`src/rtl/uart_rx_cfg_driver.sv`:
```
// UART receiver with configurable bit time, data width, parity and stop bits.
// rxd is synchronized, each bit is majority-voted around its centre, and data plus error flags are reported.
module uart_rx_cfg_driver #(
  parameter int CYCLES_PER_BIT = 10,
  parameter int DATA_BITS      = 8,
  parameter int PARITY         = 0,
  parameter int STOP_BITS      = 1
) (
  input  logic                 clk,
  input  logic                 rst,
  input  logic                 rxd,
  output logic [DATA_BITS-1:0] out,
  output logic                 outclk,
  output logic                 parity_err,
  output logic                 frame_err,
  output logic                 brk,
  output logic                 busy
);

  generate
    if (CYCLES_PER_BIT < 4) begin : g_bad_cpb
      $error("uart_rx_cfg_driver: CYCLES_PER_BIT must be >= 4");
    end
    if (DATA_BITS < 5 || DATA_BITS > 9) begin : g_bad_db
      $error("uart_rx_cfg_driver: DATA_BITS must be 5..9");
    end
    if (PARITY < 0 || PARITY > 2) begin : g_bad_par
      $error("uart_rx_cfg_driver: PARITY must be 0, 1 or 2");
    end
    if (STOP_BITS != 1 && STOP_BITS != 2) begin : g_bad_sb
      $error("uart_rx_cfg_driver: STOP_BITS must be 1 or 2");
    end
  endgenerate

  localparam int CW  = (CYCLES_PER_BIT > 1) ? $clog2(CYCLES_PER_BIT) : 1;
  localparam int MID = CYCLES_PER_BIT / 2;
  localparam logic [CW-1:0] C_LAST = CW'(CYCLES_PER_BIT - 1);
  localparam logic [CW-1:0] C_M0   = CW'(MID - 1);
  localparam logic [CW-1:0] C_M1   = CW'(MID);
  localparam logic [CW-1:0] C_M2   = CW'(MID + 1);
  localparam logic [3:0]    D_LAST = 4'(DATA_BITS - 1);
  localparam logic [3:0]    S_LAST = 4'(STOP_BITS - 1);

  typedef enum logic [2:0] {IDLE, START, DATA, PAR, STOP} state_t;

  state_t               state, state_n;
  logic                 s1, s2, s3;
  logic [1:0]           warm;
  logic [CW-1:0]        cnt;
  logic [3:0]           bidx;
  logic                 m0, m1;
  logic [DATA_BITS-1:0] shreg;
  logic                 pacc, allz, ferr;
  logic                 bit_v, wrap, smp, start_det, abort, finish;

  // warm keeps a line that is already low at reset release from looking like a start edge
  always_ff @(posedge clk or posedge rst) begin
    if (rst) begin
      s1   <= 1'b1;
      s2   <= 1'b1;
      s3   <= 1'b1;
      warm <= 2'd0;
    end else begin
      s1 <= rxd;
      s2 <= s1;
      s3 <= s2;
      if (warm != 2'd3) warm <= warm + 2'd1;
    end
  end

  assign bit_v     = (m0 & m1) | (m0 & s2) | (m1 & s2);
  assign wrap      = (cnt == C_LAST);
  assign smp       = (state != IDLE) && (cnt == C_M2);
  assign start_det = (state == IDLE) && (warm == 2'd3) && !s2 && s3;
  assign abort     = smp && (state == START) && bit_v;
  assign finish    = smp && (state == STOP) && (bidx == S_LAST);

  always_ff @(posedge clk or posedge rst) begin
    if (rst) state <= IDLE;
    else     state <= state_n;
  end

  // the frame ends right after the last stop sample so the next start edge can land in the tail
  always_comb begin
    state_n = state;
    case (state)
      IDLE:  if (start_det) state_n = START;
      START: if (abort) state_n = IDLE; else if (wrap) state_n = DATA;
      DATA:  if (wrap && bidx == D_LAST) state_n = (PARITY != 0) ? PAR : STOP;
      PAR:   if (wrap) state_n = STOP;
      STOP:  if (finish) state_n = IDLE;
      default: state_n = IDLE;
    endcase
  end

  always_ff @(posedge clk or posedge rst) begin
    if (rst) begin
      cnt        <= '0;
      bidx       <= '0;
      m0         <= 1'b1;
      m1         <= 1'b1;
      shreg      <= '0;
      pacc       <= 1'b0;
      allz       <= 1'b0;
      ferr       <= 1'b0;
      out        <= '0;
      outclk     <= 1'b0;
      parity_err <= 1'b0;
      frame_err  <= 1'b0;
      brk        <= 1'b0;
      busy       <= 1'b0;
    end else begin
      outclk <= finish;
      busy   <= (state_n != IDLE) | finish | abort;
      if (state == IDLE || state_n == IDLE || wrap) cnt <= '0;
      else                                          cnt <= cnt + CW'(1);
      if (state != state_n) bidx <= '0;
      else if (wrap)        bidx <= bidx + 4'd1;
      if (cnt == C_M0) m0 <= s2;
      if (cnt == C_M1) m1 <= s2;
      if (smp) begin
        case (state)
          START: begin
            pacc <= 1'b0;
            allz <= 1'b1;
            ferr <= 1'b0;
          end
          DATA: begin
            shreg <= {bit_v, shreg[DATA_BITS-1:1]};
            pacc  <= pacc ^ bit_v;
            if (bit_v) allz <= 1'b0;
          end
          PAR: begin
            pacc <= pacc ^ bit_v;
            if (bit_v) allz <= 1'b0;
          end
          STOP: begin
            if (!bit_v) ferr <= 1'b1;
            if (bit_v)  allz <= 1'b0;
            if (finish) begin
              out        <= shreg;
              parity_err <= (PARITY == 1) ? pacc : (PARITY == 2) ? ~pacc : 1'b0;
              frame_err  <= ferr | ~bit_v;
              brk        <= allz & ~bit_v;
            end
          end
          default: ;
        endcase
      end
    end
  end

endmodule

```
`config.mk`:
```
export PLATFORM = sky130hd
export DESIGN_NAME = uart_rx_cfg_driver
export DESIGN_NICKNAME = d
export VERILOG_FILES = /design/src/rtl/uart_rx_cfg_driver.sv
export SDC_FILE = /design/constraint.sdc
export NUM_CORES = 1
export LEC_CHECK = 0
export ABC_AREA = 1
export CORE_ASPECT_RATIO = 1.75
export CORE_MARGIN = 2
export CORE_UTILIZATION = 40
export DETAILED_ROUTE_END_ITERATION = 7
export GPL_TIMING_DRIVEN = 0
export PLACE_DENSITY = 0.68
export SLEW_MARGIN = 20
export SYNTH_ARGS = -nofsm -noshare
export SYNTH_HDL_FRONTEND = slang
export SYNTH_SLANG_ARGS = --single-unit
export TNS_END_PERCENT = 20
```
`constraint.sdc`:
```
create_clock -name clk -period 2 [get_ports clk]
set_input_delay 0.4 -clock clk [delete_from_list [all_inputs] [get_ports clk]]
set_output_delay 0.4 -clock clk [all_outputs]
set_load 0.005 [all_outputs]
```
==> metrics.txt <==
# TYPE chip_impl_metric gauge
chip_impl_info{name="worstPathCellList",value="inv_1 > ha_1 > nand3_2 > nand2_1 > nor2_1 > nand2_1 > nand2_2 > nor2_4 > nand2_2 > nand2_2 > nor2_1"} 1
chip_impl_metric{name="post_drt_via_cell_ratio",unit=""} 4.74
chip_impl_metric{name="clock_tree.buffer_depth",unit=""} 2
chip_impl_metric{name="syn_inst",unit=""} 208
chip_impl_metric{name="die_height",unit="µm"} 94.6
chip_impl_metric{name="path_max_fanout",unit=""} 7
chip_impl_metric{name="port_buffers",unit=""} 14
chip_impl_metric{name="std_cell_rows",unit=""} 33
chip_impl_metric{name="timing.hold.ws",unit="ns"} 0.359
chip_impl_metric{name="die-width",unit="µm"} 55.8
chip_impl_metric{name="antennaDiodeCount",unit=""} 0
chip_impl_metric{name="synthDistinctLibCells",unit=""} 25
chip_impl_info{name="hold_path_class",value="register to register"} 1
chip_impl_metric{name="finalCriticalPeriod",unit="ns"} 1.66
chip_impl_metric{name="wl_per_cell",unit="µm"} 11.4
chip_impl_info{name="crit_top_cell",value="nand2_2"} 1
chip_impl_metric{name="grt_first_pass_wirelength",unit="mm"} 5.83
chip_impl_info{name="tritoncts_clock_tree",value="yes"} 1
chip_impl_metric{name="num_io_pins",unit=""} 16
chip_impl_info{name="setup.worst_path.end_class",value="register"} 1
chip_impl_metric{name="irDropWorstVdd",unit="V"} 0.000554
chip_impl_metric{name="nets",unit=""} 240
chip_impl_metric{name="syn_area_per_cell",unit="µm²"} 9.02
chip_impl_metric{name="cpPeakStageDelay",unit="ns"} 0.42
chip_impl_metric{name="synth.yosys.seq_area_share",unit="%"} 53.7
chip_impl_metric{name="grt_overflow",unit=""} 0
chip_impl_metric{name="proportion_of_layout_cells_with_a_drive_suffix_above_1",unit="%"} 17.7
chip_impl_info{name="rsz_0062_raised_after_global_routing",value="no"} 1
chip_impl_metric{name="hpwl_detailed",unit="mm"} 2.45
chip_impl_metric{name="synth_fp_nets",unit=""} 218
chip_impl_info{name="critPathLaunchType",value="register"} 1
chip_impl_metric{name="count_of_final_max_slew_check_failures",unit=""} 0
chip_impl_info{name="critical_path.slowest_cell",value="dfrtp_1"} 1
chip_impl_info{name="worst-setup-path-type",value="register to register"} 1
chip_impl_info{name="clock_tree.root_cell",value="clkbuf_8"} 1
chip_impl_metric{name="final.setup.tns",unit="ns"} 0
chip_impl_info{name="setup.worst_path.start",value="cnt[1]"} 1
chip_impl_metric{name="slack_of_the_worst_reg_to_reg_path",unit="ns"} 0.34
chip_impl_metric{name="cts.hold.buffers_added",unit=""} 0
chip_impl_metric{name="first_pass_iters",unit=""} 4
chip_impl_info{name="worstReg2RegStart",value="cnt[1]"} 1
chip_impl_metric{name="detail_route.wirelength",unit="mm"} 3.24
chip_impl_metric{name="grt_use_total",unit="%"} 14.5
chip_impl_metric{name="synth.yosys.warnings",unit=""} 0
chip_impl_metric{name="cts_num_sinks",unit=""} 40
chip_impl_metric{name="clk_transition_reported_paths",unit="ns"} 0.08
chip_impl_metric{name="final_hold_viol_count",unit=""} 0
chip_impl_metric{name="cts_htree_levels",unit=""} 2
chip_impl_metric{name="via_count",unit=""} 1342
chip_impl_metric{name="core_outline_area",unit="µm²"} 4580
chip_impl_metric{name="clock_skew",unit="ns"} 0.00590
chip_impl_metric{name="cts_resized",unit=""} 0
chip_impl_metric{name="powerDensity",unit="nW/µm²"} 995
chip_impl_info{name="worstReg2RegEnd",value="cnt[2]"} 1
chip_impl_metric{name="power.static_leakage",unit="µW"} 0.00103
chip_impl_info{name="run_status",value="completed"} 1
chip_impl_metric{name="worstSkewPairLatency",unit="ns"} 0.29
chip_impl_metric{name="grt_antenna_before_repair",unit=""} 0
chip_impl_metric{name="globalplace.congestion",unit=""} 0.910
chip_impl_metric{name="cts_inserted_buffers",unit=""} 5
chip_impl_metric{name="floorplan.initialDensity",unit="%"} 41.0
chip_impl_metric{name="max-cap-violations",unit=""} 0
chip_impl_metric{name="total_power",unit="µW"} 2180
chip_impl_metric{name="antenna_left",unit=""} 0
chip_impl_metric{name="post-route-period-util",unit="%"} 82.9
chip_impl_metric{name="first_global_vias",unit=""} 1350
chip_impl_metric{name="yosys_register_bits",unit=""} 40
chip_impl_metric{name="maxClockFrequency",unit="MHz"} 603
chip_impl_metric{name="required",unit="ns"} 2.19
chip_impl_metric{name="worst_ep_arrival_time",unit="ns"} 1.84
chip_impl_info{name="crit_end",value="cnt[2]"} 1
chip_impl_metric{name="drt_first_iter_violations",unit=""} 28
chip_impl_info{name="layout_commonest_cell",value="nand2_1"} 1
chip_impl_metric{name="final_setup_violation_count",unit=""} 0
chip_impl_metric{name="netlist_area",unit="µm²"} 1880
chip_impl_metric{name="post-route-drc-count",unit=""} 0
chip_impl_metric{name="area.growth.synth_to_final",unit="%"} 16.7
chip_impl_info{name="mostFrequentLayoutCells",value="nand2_1, dfrtp_1, inv_1"} 1
chip_impl_metric{name="pin_count_of_the_biggest_net_entering_global_routing",unit=""} 26
chip_impl_metric{name="design.die.area",unit="µm²"} 5280
chip_impl_metric{name="timing.reg2reg.worst_path_depth",unit=""} 11
chip_impl_metric{name="post-cts-setup-buffer-count",unit=""} 0
==> state kept, by name, indices dropped and copies added, names as in the netlist, 2 cells and up <==
name   count
out        8
shreg      8
bidx       4
cnt        4
state      3
warm       2
==> critical path, delay by kind of cell, from the launching register on <==
kind          cells  cell delay, ns
fa+ha+maj         1            0.22
buf+inv           1            0.09
simple gates      9            0.82
flops             1            0.42
==> through the flow <==
stage / instances / cell area [µm²] / util [%] / setup WS, ns
detailed placement: 275 / 2100 / 45.9 / 0.341
floorplan: 208 / 1880 / - / 0.542
global placement: 274 / 2080 / 45.4 / -0.160
CTS: 283 / 2190 / 47.8 / 0.321
global route: 283 / 2190 / 47.8 / 0.148
finish: 283 / 2190 / 47.8 / 0.343
==> power breakdown <==
part | total, µW | switching (µW) | internal, µW
clock | 528 | 285 | 243
combinational | 672 | 435 | 237
sequential | 979 | 65.8 | 913
total | 2180 | 785 | 1390
==> final cells by class <==
type | count | area, µm²
fill | 431 | 2390
sequential | 40 | 1010
multi-input combinational | 132 | 709
timing repair buffer | 15 | 160
inverter | 30 | 113
clock buffer | 5 | 68.8
tap | 52 | 65.1
buffer | 6 | 47.5
clock inverter | 3 | 18.8
==> routing by layer <==
metal	track usage, %	vias up	part of all wire [%]
met4	8.74	0	3.7
met1	14.2	620	39
met5	0	-	0
li1	-	683	-
met2	26.6	27	54
met3	4.11	12	3.2
==> synthesized netlist by cell type <==
cell type	instances	area, µm²
a21oi_1	1	5.00
a21oi_2	1	8.76
a41oi_1	1	8.76
buf_2	2	10.0
buf_4	2	15.0
buf_6	2	22.5
conb_1	1	3.75
dfrtp_1	35	876
dfstp_2	5	131
ha_1	7	87.6
inv_1	27	101
inv_2	3	11.3
nand2_1	49	184
nand2_2	7	43.8
nand3_1	5	25.0
nand3_2	4	40.0
nand4_1	2	12.5
nor2_1	17	63.8
nor2_2	3	18.8
nor2_4	2	22.5
nor3b_1	1	7.51
o21ai_0	22	110
o21ai_1	3	15.0
xnor2_1	2	17.5
xor2_1	4	35.0
==> how the worst min path moves through the flow <==
stage | startpoint | endpoint | slack [ns] | depth (start not counted)
5_1_grt | s1 | s2 | 0.37 | 0
6_report | s1 | s2 | 0.36 | 0
3_3_place_gp | s1 | s2 | 0.35 | 0
4_1_cts | s1 | s2 | 0.36 | 0
2_1_floorplan | s1 | s2 | 0.35 | 0
3_5_place_dp | s1 | s2 | 0.35 | 0
==> logic make-up after synthesis <==
group                      Yosys count  share of synthesized area (%)
and+or+nand+nor                     90                           22.3
DFF                                 40                           53.7
buffers and inverters               36                           8.53
AOI/OAI and AO/OA                   28                           7.87
adders and majority gates            7                           4.67
xor gates and xnor gates             6                           2.80
other                                1                          0.200
Note: power is estimated with default switching activity, not from simulation.
